`src/rtl/rr_logic_sched.sv`:
```
// rtl/rr_logic_sched.sv - round-robin scheduler sharing one registered f/g logic unit
// Keeps a private g context per requester; grants are bounded to MAX_BURST per owner.
module rr_logic_sched #(
    parameter int N_REQ     = 4,
    parameter int W         = 1,
    parameter int MAX_BURST = 2,
    localparam int IDW      = $clog2(N_REQ)
) (
    input  logic                 clk,
    input  logic                 rst,
    input  logic                 sched_en,
    input  logic                 ctx_clr,
    input  logic [N_REQ-1:0]     req,
    input  logic [N_REQ*W-1:0]   a_in,
    input  logic [N_REQ*W-1:0]   b_in,
    input  logic [N_REQ*W-1:0]   c_in,
    output logic [N_REQ-1:0]     gnt,
    output logic                 res_valid,
    output logic [IDW-1:0]       res_id,
    output logic [W-1:0]         res_f,
    output logic [W-1:0]         res_g
);

    localparam int CW = $clog2(MAX_BURST + 1);
    localparam logic [CW-1:0] MAX_B = CW'(MAX_BURST);

    logic             owner_vld;
    logic [IDW-1:0]   owner;
    logic [CW-1:0]    cnt;
    logic [W-1:0]     ctx [N_REQ];

    logic             gnt_any;
    logic             keep;
    logic [IDW-1:0]   gnt_id;
    logic             others;
    int               start;
    logic [W-1:0]     sel_a;
    logic [W-1:0]     sel_b;
    logic [W-1:0]     sel_c;
    logic [W-1:0]     new_g;

    // Arbitration: keep the owner while within its burst (or it is alone),
    // otherwise scan forward from owner+1 with wrap.
    always_comb begin
        gnt_any = 1'b0;
        keep    = 1'b0;
        gnt_id  = '0;
        others  = |(req & ~(N_REQ'(1) << owner));
        start   = owner_vld ? int'(owner) + 1 : 0;
        if (!rst && sched_en && |req) begin
            if (owner_vld && req[owner] && (cnt < MAX_B || !others)) begin
                keep    = 1'b1;
                gnt_any = 1'b1;
                gnt_id  = owner;
            end else begin
                for (int k = 0; k < N_REQ; k++) begin
                    if (!gnt_any && req[(start + k) % N_REQ]) begin
                        gnt_any = 1'b1;
                        gnt_id  = IDW'((start + k) % N_REQ);
                    end
                end
            end
        end
    end

    assign gnt   = gnt_any ? (N_REQ'(1) << gnt_id) : '0;
    assign sel_a = a_in[int'(gnt_id)*W +: W];
    assign sel_b = b_in[int'(gnt_id)*W +: W];
    assign sel_c = c_in[int'(gnt_id)*W +: W];
    assign new_g = sel_b | sel_c;

    always_ff @(posedge clk) begin
        if (rst) begin
            owner_vld <= 1'b0;
            owner     <= '0;
            cnt       <= '0;
            res_valid <= 1'b0;
            res_id    <= '0;
            res_f     <= '0;
            res_g     <= '0;
        end else if (gnt_any) begin
            owner_vld <= 1'b1;
            owner     <= gnt_id;
            cnt       <= keep ? ((cnt == MAX_B) ? cnt : cnt + CW'(1)) : CW'(1);
            res_valid <= 1'b1;
            res_id    <= gnt_id;
            res_f     <= sel_a & ~ctx[gnt_id];
            res_g     <= new_g;
        end else begin
            cnt       <= '0;
            res_valid <= 1'b0;
        end
    end

    // Context update; a coincident clear wins over the granted requester's write.
    always_ff @(posedge clk) begin
        for (int i = 0; i < N_REQ; i++) begin
            if (rst || ctx_clr) begin
                ctx[i] <= '0;
            end else if (gnt_any && gnt_id == IDW'(i)) begin
                ctx[i] <= new_g;
            end
        end
    end

endmodule

```
`config.mk`:
```
export PLATFORM = sky130hd
export DESIGN_NAME = rr_logic_sched
export DESIGN_NICKNAME = d
export VERILOG_FILES = /design/src/rtl/rr_logic_sched.sv
export SDC_FILE = /design/constraint.sdc
export NUM_CORES = 1
export LEC_CHECK = 0
export ABC_AREA = 1
export CAP_MARGIN = 20
export CORE_UTILIZATION = 40
export DETAILED_ROUTE_END_ITERATION = 8
export PLACE_DENSITY = 0.72
export SLEW_MARGIN = 40
export SYNTH_ARGS = -nofsm -noshare
export SYNTH_HDL_FRONTEND = slang
export SYNTH_SLANG_ARGS = --single-unit
```
`constraint.sdc`:
```
create_clock -name clk -period 2.7 [get_ports clk]
set_input_delay 0.81 -clock clk [delete_from_list [all_inputs] [get_ports clk]]
set_output_delay 0.81 -clock clk [all_outputs]
set_load 0.05 [all_outputs]
```
==> qor.yml, run 1 <==
setup_path:
  crit_arrival_ps: 2210
  crit_type: "reg -> out"
  startpoint_type: "flip-flop"
  endpoint_kind: "output port"
  critPathMaxFanout: 9
  cp_data_required_time_ps: 1890
detailed_routing:
  antenna_left: 0
  vias: 1353
  via_per_inst: 5.22
  dr.pass1.iters: 4
  drtIter0Drc: 32
  routed_wl_mm: 3.46
  routedWlPerCell_microns: 13.4
  drcViolationCount: 0
die:
  placementRows: 17
  io_pins: 29
  fp.dieArea_sq_mm: 0.00276
  floorplan.initialDensity_pct: 44.1
  die_y_microns: 52.6
  die_w_microns: 52.6
  core-area_sq_mm: 0.00232
synth:
  yosysWarnings: 0
  yosys-top-cells-area: "dfxtp_1 (16%), nand2_1 (14%), nand3_1 (13%), edfxtp_1 (12%), nor2_1 (7.3%)"
  synth.most_common_cell: "nand2_1"
  synth-edff-count: 4
  synthTopCellsByCount: "nand2_1 (37), nand3_1 (26), nor2_1 (20)"
  postSynth.asyncResetShare_pct: 0
  synth_cell_types: 20
  synth_ff_type: "dfxtp_1"
  yosys.area.top_type: "dfxtp_1"
  synth_top_cell_area_share_pct: 15.7
  syn_area_sq_mm: 0.00102
  ys_seq_elements: 12
  synth_cells: 162
  syn-num-nets: 187
  yosysSeqAreaShare_pct: 27.4
  synth_area_per_cell_sq_um: 6.31
place:
  placed_cell_area_sq_mm: 0.00167
  place.gp.congestion: 0.977
  dp.final_hpwl_mm: 2.41
  io_buffers: 28
sta:
  min_period_ps: 3020
  fin_skew_ps: 13.2
  hold_viol_final: 0
  relSlewSlack_pct: 66.8
  timing.final.ws_setup_ps: -322
  timing.final.crit_share_pct: 112
  rsz0062_at_grt: "yes"
  drv_slew: 0
  setup-tns-final_ps: -1170
  tightest_slew_ps: 497
  setup_viol: 4
  max_freq_mhz: 331
power:
  leakagePower_nw: 0.861
  ir_drop_uv: 384
  p_per_area_mw_per_mm2: 457
grt:
  grt_use_total_pct: 27.2
  grt-ovfl-total: 0
  grt_max_degree: 13
  grt_pass1_wl_mm: 5.45
  grt_antenna_before_repair: 0
  grt_pass1_vias: 1315
clock_tree:
  root_buffer: "clkbuf_4"
  cts_inserted_buffers: 3
  clk_path_buf_depth: 2
  cts_sinks: 12
  clk_pin_slew_worst_paths_ps: 90
  cts_tree: "done"
  cts_hold_buf: 0
  clock_latency_ps: 290
  htreeDepth: 1
outcome:
  outcome: "finished with violations"
  violations: "setup timing"
final_layout:
  fillers: 163
  diodes: 0
  post-route-util_pct: 81.0
  layout-drive-gt1-share_pct: 44.6
  final_cell_area_sq_mm: 0.00188
  final_nets: 257
  syn2layout_area_growth_pct: 83.7
worst_hold_path:
  hold_path_class: "reg -> reg"
run:
  drv_cap: 0
==> stage by stage <==
| step | worst slack [ps] | total power, mW | hold WS (ps) | cells |
|---|---|---|---|---|
| floorplan | -69.4 | 0.462 | 513 | 162 |
| finish | -322 | 0.859 | 499 | 259 |
| global placement | -638 | 0.633 | 469 | 244 |
| CTS | -259 | 0.827 | 504 | 253 |
| detailed placement | -709 | 0.640 | 482 | 244 |
| global route | -377 | 0.907 | 534 | 259 |
==> critical path, cell delays in order (launching register included) <==
cell and delay [ps]:
dfxtp_4 370, inv_8 60, buf_4 200, nand2_8 100
nand2_1 130, nand2_2 80, nand2_2 90, nand2_4 70
nand2_2 80, nand4_1 140, nand3_4 140, nand2_4 90
nand3_4 80, clkinvlp_4 110, buf_12 160
==> path summary, 6_finish.rpt <==
kind         cells past startpoint  slack (ps)      to  startpoint
max reg2reg                     17         240  ctx[3]    owner[0]
max                             14        -320  gnt[0]    owner[0]
min reg2reg                      2         500   res_g       res_g
min                              2         500   res_g       res_g
==> flip-flops by register name, summed over array words and instances, names as in the netlist <==
name / cells
ctx: 4
cnt: 2
res_f: 1
owner_vld: 1
res_g: 1
res_valid: 1
owner: 2
==> cell type report <==
| type | count | area, sq um | share of cell area, % |
|---|---|---|---|
| Clock buffer | 4 | 26.3 | 1.40 |
| Inverter | 23 | 106 | 5.66 |
| Multi-Input combinational cell | 126 | 833 | 44.4 |
| Sequential cell | 12 | 288 | 15.3 |
| Tap cell | 28 | 35.0 | 1.87 |
| Timing Repair Buffer | 66 | 589 | 31.4 |
==> where the power goes <==
group / internal [mW] / switching, mW
sequential: 0.200 / 0.00764
clock: 0.0574 / 0.0654
combinational: 0.239 / 0.290
==> per-layer routing <==
| layer | wire length (microns) | GRT usage, % | vias up | share of wire, % |
|---|---|---|---|---|
| met1 | 1480 | 31.4 | 626 | 43 |
| met5 | 0 | 0 | - | 0 |
| met2 | 1740 | 47.0 | 44 | 50 |
| li1 | - | - | 674 | - |
| met3 | 175 | 6.96 | 9 | 5.1 |
| met4 | 69 | 11.4 | 0 | 2.0 |
==> cell families after synthesis <==
family / synth area share (%)
buf+inv: 9.18
flops: 27.4
xor+xnor: 0.857
simple gates: 48.3
fa+ha+maj: 6.12
compound gates: 8.08
==> cell usage in the layout, fill, tap and decap left out, types with 6 or more instances in the layout <==
cell type	Yosys	final
a21oi_1	8	8
buf_4	1	37
clkdlybuf4s50_1	0	20
dfxtp_1	8	6
inv_1	18	10
inv_2	4	7
nand2_1	37	27
nand2_2	8	13
nand3_1	26	18
nand3_2	4	8
nand4_1	6	6
nor2_1	20	14
o21ai_0	6	6
==> what timing repair did <==
| action | in CTS | in global routing |
|---|---|---|
| gates resized for setup | 45 | 3 |
| pin swaps | 24 | 11 |
| cloned | 0 | 0 |
| setup endpoints to repair | 4 | 4 |
| setup buffers | 5 | 6 |
(Power assumes the default switching activity.)
==> inputs of run 2 (changes only) <==
Settings changed: PLACE_DENSITY 0.72 to 0.69.
Clock period 2.7 ns to 3.4 ns, I/O delays scaled along.
==> run 2 against run 1 <==
Compared with the run above:
- the run still ends with setup timing left
- via count grew 8.6%
- register-to-register slack better by 450 ps
- combinational power fell by 12%
- total power down 14%
- flip-flop and latch count did not move
- worst setup slack gained 300 ps
- clock skew is 3.6 ps lower
- sequential power shrank 19%
- final area is 6.2% higher
- count of clock-buffer cells in the layout did not move
- critical path type is now in -> out
- critical endpoint is now gnt[1]
- largest cell class unchanged
==> qor.yml, run 2 (synthesis results as in run 1) <==
detailed_routing:
  via_per_inst: 5.69  # was 5.22
  dr.pass1.iters: 4  # unchanged
  drtIter0Drc: 74  # was 32
  vias: 1469  # was 1353
  wl_met2_mm: 2.20  # was 1.74 mm
  routedWlPerCell_microns: 17.7  # was 13.4 microns
  routed_wl_mm: 4.56  # was 3.46 mm
  drcViolationCount: 0  # unchanged
  top_layer_used: "met4"  # unchanged
  wl_met3_microns: 319  # was 175 microns
  antenna_left: 0  # unchanged
  wl_met1_mm: 1.85  # was 1.48 mm
place:
  io_buffers: 28  # unchanged
  dp.final_hpwl_mm: 2.35  # was 2.41 mm
  place.gp.congestion: 0.914  # was 0.977
  placed_cell_area_sq_mm: 0.00153  # was 0.00167 sq mm
sta:
  hold_viol_final: 0  # unchanged
  relSlewSlack_pct: 60.1  # was 66.8%
  timing.final.crit_share_pct: 101
  timing.final.ws_setup_ps: -17.7  # was -322 ps
  fin_skew_ps: 9.59  # was 13.2 ps
  min_period_ps: 3420
  drv_slew: 0  # unchanged
  tightest_slew_ps: 596  # was 497 ps
  max_freq_mhz: 293
  setup_viol: 2  # was 4
clock_tree:
  htreeDepth: 1  # unchanged
  cts_sinks: 12  # unchanged
  cts_hold_buf: 0  # unchanged
  cts_inserted_buffers: 3  # unchanged
  clk_pin_slew_worst_paths_ps: 70  # was 90 ps
  cts_tree: "done"  # unchanged
  root_buffer: "clkbuf_4"  # unchanged
  clk_path_buf_depth: 2  # unchanged
  clock_latency_ps: 280  # was 290 ps
outcome:
  outcome: "finished with violations"  # unchanged
  violations: "setup timing"  # unchanged
final_layout:
  largest_reg_flops: 4  # unchanged
  final_cell_area_sq_mm: 0.00199  # was 0.00188 sq mm
  diodes: 0  # unchanged
  final_nets: 256  # was 257
  mostFrequentLayoutCell: "buf_4"  # unchanged
  largest_register: "ctx"  # unchanged
  layout-drive-gt1-share_pct: 49.6  # was 44.6%
  reg.largest.list: "ctx: 4 flops, cnt: 2 flops, owner: 2 flops"  # unchanged
  layout_common_cells: "buf_4 (33), nand2_1 (24), clkdlybuf4s50_1 (20), nand3_1 (18)"  # was buf_4 (37), nand2_1 (27), clkdlybuf4s50_1 (20), nand3_1 (18), nor2_1 (14)
  fillers: 120  # was 163
  post-route-util_pct: 86.0  # was 81.0%
  syn2layout_area_growth_pct: 95.1  # was 83.7%
power:
  ir_drop_uv: 348  # was 384 uV
  p_per_area_mw_per_mm2: 368  # was 457 mW/mm^2
  leakagePower_nw: 0.909  # was 0.861 nW
  power.total_mw: 0.735  # was 0.859 mW
die:
  fp.dieArea_sq_mm: 0.00276  # unchanged
  io_pins: 29  # unchanged
  floorplan.initialDensity_pct: 44.1  # unchanged
  die_w_microns: 52.6  # unchanged
  die_y_microns: 52.6  # unchanged
  core-area_sq_mm: 0.00232  # unchanged
  placementRows: 17  # unchanged
setup_path:
  crit_path_max_incr_delay_ps: 180  # was 370 ps
  endpoint_kind: "output port"  # unchanged
  r2r_start: "owner[0]"  # unchanged
  crit_chain: "buf_6, inv_6, buf_6, nand2_1, nand3_2, nand2_2, nand2_2, nand4_1, nand3_4, nand3_4, nor2_4, buf_12"  # was inv_8, buf_4, nand2_8, nand2_1, nand2_2, nand2_2, nand2_4, nand2_2, nand4_1, nand3_4, nand2_4, nand3_4, clkinvlp_4, buf_12
  startpoint_type: "input pin"  # was flip-flop
  crit_arrival_ps: 2400  # was 2210 ps
  crit_type: "in -> out"  # was reg -> out
  startpoint: "req[2]"  # was owner[0]
  critPathMaxFanout: 4  # was 9
  cp_slowest_cell: "nor2_4"  # was dfxtp_4
  reg2reg_slack_ps: 690  # was 240 ps
  cp_data_required_time_ps: 2380  # was 1890 ps
grt:
  grt_use_total_pct: 29.4  # was 27.2%
  grt_pass1_vias: 1336  # was 1315
  grt_antenna_before_repair: 0  # unchanged
  grt_pass1_wl_mm: 5.85  # was 5.45 mm
  grt_max_degree: 11  # was 13
  grt-ovfl-total: 0  # unchanged
worst_hold_path:
  min_from: "res_g"  # unchanged
  hold_path_class: "reg -> reg"  # unchanged
run:
  drv_cap: 0  # unchanged
==> run 2: layer usage <==
layer  global-route usage (%)  vias up
met2                     51.9       97
met3                     7.25       26
met1                     34.0      674
met5                        0        -
li1                         -      672
met4                     10.1        0
==> run 2: timing repair <==
| action | CTS | global route |
|---|---|---|
| setup endpoints to repair | 4 | 4 |
| cloned | 0 | 0 |
| pin swaps | 23 | 21 |
| buffers inserted | 9 | 8 |
| gates resized for setup | 59 | 48 |
==> run 2: worst paths after layout <==
kind / cells after the start / end
hold reg to reg: 2 / res_g
setup reg to reg: 17 / ctx[0]
setup / recovery: 12 / gnt[1]
hold / removal: 2 / res_g
==> run 2: report_power, final <==
group          internal, mW  leakage, nW  switching (mW)
clock                0.0456       0.0150          0.0524
sequential            0.159        0.112          0.0102
combinational         0.206        0.782           0.261
total                 0.411        0.909           0.324
==> run 2: worst max-delay path, delay by kind of cell <==
family | cells | cell delay [ps]
buffers and inverters | 4 | 420
and+or+nand+nor | 8 | 960
==> run 2: through the flow <==
stage	setup slack, ps	hold slack, ps	TNS, ps	cells
floorplan	-7.84	513	-11.3	162
global placement	-404	463	-1530	237
detailed placement	-435	476	-1680	237
CTS	6.00	492	0	250
global route	-81.6	541	-222	258
finish	-17.7	488	-24.4	258
==> run 2: cell type report <==
class	instances	area, sq um	area share, %
clock buffer	4	26.3	1.32
inverter	23	111	5.58
multi-input combinational	126	916	45.9
sequential	12	288	14.4
tap	28	35.0	1.76
timing repair buffer	65	618	31.0
